File: src/rtl/sqrt_arb_pkg.sv
// Shared types and constants for the BF16 square-root arbiter.
package sqrt_arb_pkg;

    typedef enum logic [1:0] {
        IDLE = 2'd0,
        WAIT = 2'd1,
        RESP = 2'd2
    } arb_state_t;

    localparam int unsigned BF16_W          = 16;
    localparam int unsigned NUM_REQ_DEFAULT = 4;

endpackage

File: src/rtl/rr_arbiter.sv
// Combinational round-robin arbiter: picks the first set request at or above ptr_i,
// wrapping modulo NumReq. Returns a one-hot grant and its encoded index.
module rr_arbiter #(
    parameter int unsigned NumReq = 4,
    parameter int unsigned IdxW   = (NumReq > 1) ? $clog2(NumReq) : 1
) (
    input  logic [NumReq-1:0] req_i,
    input  logic [IdxW-1:0]   ptr_i,
    output logic [NumReq-1:0] gnt_o,
    output logic [IdxW-1:0]   idx_o
);

    // One spare bit so ptr + offset cannot overflow before the wrap
    logic [IdxW:0] cand;
    logic          found;

    // Scan requesters starting at ptr_i, first hit wins
    always_comb begin
        gnt_o = '0;
        idx_o = '0;
        found = 1'b0;
        cand  = '0;
        for (int unsigned off = 0; off < NumReq; off++) begin
            cand = {1'b0, ptr_i} + (IdxW + 1)'(off);
            if (cand >= (IdxW + 1)'(NumReq)) begin
                cand = cand - (IdxW + 1)'(NumReq);
            end
            if (!found && req_i[cand[IdxW-1:0]]) begin
                found                  = 1'b1;
                gnt_o[cand[IdxW-1:0]]  = 1'b1;
                idx_o                  = cand[IdxW-1:0];
            end
        end
    end

endmodule

File: src/rtl/sqrt_bf16_arbiter.sv
// Shares one non-pipelined BF16 sqrt unit among NUM_REQ requesters with round-robin
// arbitration and a single operation in flight.
// Optional macro SQRT_ARB_PERF_EN adds busy_cycles / ops_done saturating counters.
module sqrt_bf16_arbiter
    import sqrt_arb_pkg::*;
#(
    parameter int unsigned NUM_REQ = NUM_REQ_DEFAULT,
    parameter int unsigned ID_W    = $clog2(NUM_REQ)
) (
    input  logic                           CLK,
    input  logic                           nRST,
    input  logic [NUM_REQ-1:0]             req_valid,
    input  logic [NUM_REQ-1:0][BF16_W-1:0] req_operand,
    output logic [NUM_REQ-1:0]             req_ready,
    output logic [NUM_REQ-1:0]             rsp_valid,
    output logic [NUM_REQ-1:0][BF16_W-1:0] rsp_result,
    input  logic [NUM_REQ-1:0]             rsp_ready,
    output logic                           sq_valid_in,
    output logic [BF16_W-1:0]              sq_operand,
    input  logic                           sq_ready_in,
    input  logic                           sq_valid_out,
    input  logic [BF16_W-1:0]              sq_result,
    output logic                           sq_ready_out,
`ifdef SQRT_ARB_PERF_EN
    output logic [31:0]                    busy_cycles,
    output logic [31:0]                    ops_done,
`endif
    output logic                           err_stray
);

    arb_state_t          state_q, state_d;
    logic [ID_W-1:0]     rr_ptr_q, rr_ptr_d;
    logic [ID_W-1:0]     owner_q, owner_d;
    logic [BF16_W-1:0]   res_q, res_d;
    logic                err_stray_q, err_stray_d;

    logic [NUM_REQ-1:0]  arb_gnt;
    logic [ID_W-1:0]     arb_idx;
    logic                grant;

    rr_arbiter #(
        .NumReq (NUM_REQ),
        .IdxW   (ID_W)
    ) u_rr_arbiter (
        .req_i  (req_valid),
        .ptr_i  (rr_ptr_q),
        .gnt_o  (arb_gnt),
        .idx_o  (arb_idx)
    );

    // A grant needs an idle FSM, a ready unit and at least one valid requester
    assign grant = (state_q == IDLE) && sq_ready_in && (|req_valid);

    // Requester and unit-side outputs; grants are same-cycle, responses come from state
    always_comb begin
        req_ready    = grant ? arb_gnt : '0;
        sq_valid_in  = grant;
        sq_operand   = grant ? req_operand[arb_idx] : '0;
        sq_ready_out = (state_q == WAIT);
        rsp_valid    = '0;
        rsp_result   = '0;
        if (state_q == RESP) begin
            rsp_valid[owner_q]  = 1'b1;
            rsp_result[owner_q] = res_q;
        end
    end

    // Next-state logic for FSM, round-robin pointer, owner tag and result register
    always_comb begin
        state_d     = state_q;
        rr_ptr_d    = rr_ptr_q;
        owner_d     = owner_q;
        res_d       = res_q;
        // Any unit result outside WAIT has no owner to go to
        err_stray_d = err_stray_q | (sq_valid_out && (state_q != WAIT));
        unique case (state_q)
            IDLE: begin
                if (grant) begin
                    owner_d  = arb_idx;
                    rr_ptr_d = (arb_idx == ID_W'(NUM_REQ - 1)) ? '0 : arb_idx + ID_W'(1);
                    state_d  = WAIT;
                end
            end
            WAIT: begin
                if (sq_valid_out) begin
                    res_d   = sq_result;
                    state_d = RESP;
                end
            end
            RESP: begin
                if (rsp_ready[owner_q]) begin
                    state_d = IDLE;
                end
            end
            default: state_d = IDLE;
        endcase
    end

    // State registers with asynchronous active-low reset
    always_ff @(posedge CLK or negedge nRST) begin
        if (!nRST) begin
            state_q     <= IDLE;
            rr_ptr_q    <= '0;
            owner_q     <= '0;
            res_q       <= '0;
            err_stray_q <= 1'b0;
        end else begin
            state_q     <= state_d;
            rr_ptr_q    <= rr_ptr_d;
            owner_q     <= owner_d;
            res_q       <= res_d;
            err_stray_q <= err_stray_d;
        end
    end

    assign err_stray = err_stray_q;

`ifdef SQRT_ARB_PERF_EN
    logic [31:0] busy_cycles_q, busy_cycles_d;
    logic [31:0] ops_done_q, ops_done_d;

    // Saturating performance counters
    always_comb begin
        busy_cycles_d = busy_cycles_q;
        ops_done_d    = ops_done_q;
        if ((state_q != IDLE) && (busy_cycles_q != '1)) begin
            busy_cycles_d = busy_cycles_q + 32'd1;
        end
        if ((state_q == RESP) && rsp_ready[owner_q] && (ops_done_q != '1)) begin
            ops_done_d = ops_done_q + 32'd1;
        end
    end

    // Counter registers
    always_ff @(posedge CLK or negedge nRST) begin
        if (!nRST) begin
            busy_cycles_q <= '0;
            ops_done_q    <= '0;
        end else begin
            busy_cycles_q <= busy_cycles_d;
            ops_done_q    <= ops_done_d;
        end
    end

    assign busy_cycles = busy_cycles_q;
    assign ops_done    = ops_done_q;
`endif

endmodule

File: config.mk
export PLATFORM = sky130hd
export DESIGN_NAME = sqrt_bf16_arbiter
export DESIGN_NICKNAME = d
export VERILOG_FILES = /design/src/rtl/sqrt_arb_pkg.sv /design/src/rtl/rr_arbiter.sv /design/src/rtl/sqrt_bf16_arbiter.sv
export SDC_FILE = /design/constraint.sdc
export NUM_CORES = 1
export LEC_CHECK = 0
export CAP_MARGIN = 15
export CORE_MARGIN = 10
export CORE_UTILIZATION = 35
export CTS_BUF_LIST = sky130_fd_sc_hd__clkbuf_4 sky130_fd_sc_hd__clkbuf_8
export DETAILED_ROUTE_END_ITERATION = 10
export GPL_TIMING_DRIVEN = 1
export PLACE_DENSITY = 0.84
export SKIP_LAST_GASP = 1
export SYNTH_ARGS = -nofsm -noshare
export SYNTH_HDL_FRONTEND = slang
export SYNTH_SLANG_ARGS = --single-unit
File: constraint.sdc
create_clock -name CLK -period 3.8 [get_ports CLK]
set_input_delay 0.76 -clock CLK [delete_from_list [all_inputs] [get_ports CLK]]
set_output_delay 0.76 -clock CLK [all_outputs]
set_load 0.05 [all_outputs]
==> metrics.yaml <==
worst_setup_path:
  crit_type: "in -> out"
  cp_max_fo: 11
  rr_worst_depth: 9
  cp_top_family: "buffers and inverters"
  cp_num_buf_inv: 5
  timing.rr.start: "rr_ptr_q[0]$_DFFE_PN0P_"
  crit_path_start_kind: "primary input"
  cpPeakStageDelay_ps: 490
  worst_r2r_endpoint: "rr_ptr_q[1]$_DFFE_PN0P_"
  regToRegSetupSlack_ps: 1430
  crit_arrival_ps: 2970
  slowest_stage: "mux4_2"
  crit_chain: "dlygate4sd2_1 > mux4_2 > buf_4 > nor2b_4 > nor4_4 > a21oi_4 > buf_6 > buf_16 > mux2i_1 > o22ai_2 > buf_12"
  required_ps: 3040
  cp-end-kind: "output pin"
global_route:
  grtUsageTotal: 0.1984
  overflow: 0
  grt_pass1_vias: 3056
  grt_max_degree: 24
  antenna_found_initial: 0
  grt_pass1_wl_um: 16580
placed_design:
  place.gp.congestion: 0.8654
  hpwl_um: 8833
  placed_cells: 539
  portBuffers: 182
timing:
  setup_violations: 0
  clock_skew_ps: 3.586
  period_minus_slack_ps: 3725
  period_share: 0.9803
  fin_tns_setup_ps: 0
  maxSlewHeadroom: 0.3525
  fmax_mhz: 268.4
  worstMarginPinSlew_ps: 968.2
  slew_violations: 0
  hold_viol: 0
clock_network:
  htree_levels: 1
  postCtsHoldBufs: 0
  clock_path_buffers: 2
  clk_latency_ps: 250
  cts_root_buf: "clkbuf_8"
  cts_tree: "yes"
  numCtsBuffers: 3
  cts.sinks: 23
  path_clk_slew_ps: 70
drt:
  vias: 2868
  drt_first_iter_violations: 46
  ant_nets: 0
  wl_met3_um: 1802
  wl_met2_um: 5069
  drcViolationCount: 0
  drtPass1Iterations: 4
  wl_per_cell_um: 20.03
  top_layer: "met4"
  routed_wl_um: 10980
  drt-met1-wl_um: 3845
  via_per_inst: 5.234
cells_and_area:
  layout.nets: 572
  antenna_cells: 0
  drive_gt1_frac: 0.3546
  layout_commonest_cell: "clkdlybuf4s50_1"
  nFillCells: 414
  syn_to_final_growth_pct: 109.4
  layoutNonFillerInstCount: 548
  final_cell_mix: "107 x clkdlybuf4s50_1, 76 x buf_4, 64 x and2_1, 40 x nor2_1, 23 x dfrtp_1"
synthesis:
  synth_async_sr_flop_share: 1.000
  synth_cells: 272
  synth_area_per_cell_um2: 8.745
  syn_nets: 372
  ys.flop_type: "dfrtp_1"
  synth-seq-area-share: 0.2420
  yosys_warnings: 0
  synth.cell_area_um2: 2379
  synth-seq-cells: 23
  synth_cell_types: 44
  synth_edf_count: 0
power:
  p_leak_nw: 2.130
  powerDensity_nw_per_um2: 791.4
  vdd_drop_max_uv: 630.6
floorplanning:
  die_y_um: 102.4
  rows: 29
  core_um2: 6459
  start_util: 0.3683
  dieArea_um2: 10490
  die_x_um: 102.4
  io_pins: 183
status:
  status: "complete, no violations"
worst_hold_path:
  holdPathStages: 1
  hold_end: "err_stray$_DFF_PN0_"
  hold_path.class: "reg -> reg"
  hp-start: "err_stray$_DFF_PN0_"
run:
  maxCapViolCount: 0
[sequential cells by signal, summed over array words and instances, names as in the netlist]
| name | flops |
|---|---|
| rr_ptr_q | 2 |
| state_q | 2 |
| owner_q | 2 |
| err_stray | 1 |
| res_q | 16 |
[cell usage after synthesis, types with 2 or more instances]
library cell / n / area (um2)
nor3_1: 2 / 10.01
clkbuf_1: 9 / 33.78
buf_2: 6 / 30.03
a221oi_1: 4 / 35.03
mux4_2: 3 / 67.56
mux2_2: 16 / 180.2
and4b_1: 2 / 20.02
buf_6: 2 / 22.52
a21oi_1: 2 / 10.01
a21o_1: 2 / 15.01
and2_1: 64 / 400.4
o32ai_1: 15 / 131.4
o21bai_1: 2 / 15.01
nor2_1: 40 / 150.1
ha_1: 8 / 100.1
nand2_1: 7 / 26.28
o22ai_1: 2 / 12.51
nand2b_1: 2 / 12.51
dfrtp_1: 23 / 575.6
mux2i_1: 21 / 210.2
a22oi_1: 4 / 30.03
nor2b_1: 2 / 12.51
buf_4: 2 / 15.01
nor3b_1: 3 / 22.52
o21ai_0: 6 / 30.03
inv_1: 5 / 18.77
[where the power goes]
part | switching [mW] | internal, mW
Clock | 0.0696 | 0.0817
Combinational | 1.76 | 1.54
Sequential | 0.122 | 0.363
[layout make-up]
cell class,count,area (um2),share of cell area
Inverter,5,18.77,0.003768
Sequential cell,23,575.6,0.1155
Multi-Input combinational cell,224,2026,0.4067
Clock buffer,4,48.80,0.009797
Tap cell,77,96.34,0.01934
Timing Repair Buffer,215,2216,0.4449
[worst max-delay path by stage]
stage / slack [ps] / endpoint / start / cells past startpoint
2_1_floorplan: -270 / sq_operand[12] / rr_ptr_q[0]$_DFFE_PN0P_ / 11
3_3_place_gp: -200 / sq_operand[2] / req_valid[2] / 9
3_5_place_dp: -230 / sq_operand[3] / req_valid[2] / 9
4_1_cts: 60 / sq_operand[14] / req_valid[2] / 11
5_1_grt: -1 / sq_operand[14] / req_valid[1] / 11
6_report: 70 / sq_operand[12] / req_valid[1] / 11
[stage by stage]
step | hold WS, ps | total power [mW] | instance area (um2) | utilization | setup WS, ps
finish | 490.7 | 3.942 | 4981 | 0.7712 | 74.85
global route | 524.9 | 4.154 | 4981 | 0.7712 | -1.078
CTS | 499.1 | 3.896 | 4945 | 0.7656 | 63.31
detailed placement | 478.0 | 3.340 | 4606 | 0.7131 | -232.4
global placement | 475.0 | 3.282 | 4606 | 0.7131 | -201.9
floorplan | 453.9 | 2.220 | 2484 | - | -274.7
[cell families (layout without fill, tap and decap cells)]
family	count (synthesis)	after routing	synth area share
compound gates	44	44	0.1499
xor+xnor	1	1	0.003683
fa+ha+maj	8	8	0.04208
buf+inv	25	224	0.05681
flops	23	23	0.2420
mux	41	41	0.2036
simple gates	130	130	0.3019
[repair_timing]
action	in CTS	in global routing
pin swaps	3	1
setup buffers	3	1
gates cloned	1	0
resized for setup	39	12
setup endpoints to repair	16	13
[layer usage]
layer	vias up	global-route usage
met1	1313	0.1986
met4	0	0.05965
met3	20	0.1208
met5	-	0
li1	1357	-
met2	178	0.3376
(Power assumes the default switching activity.)
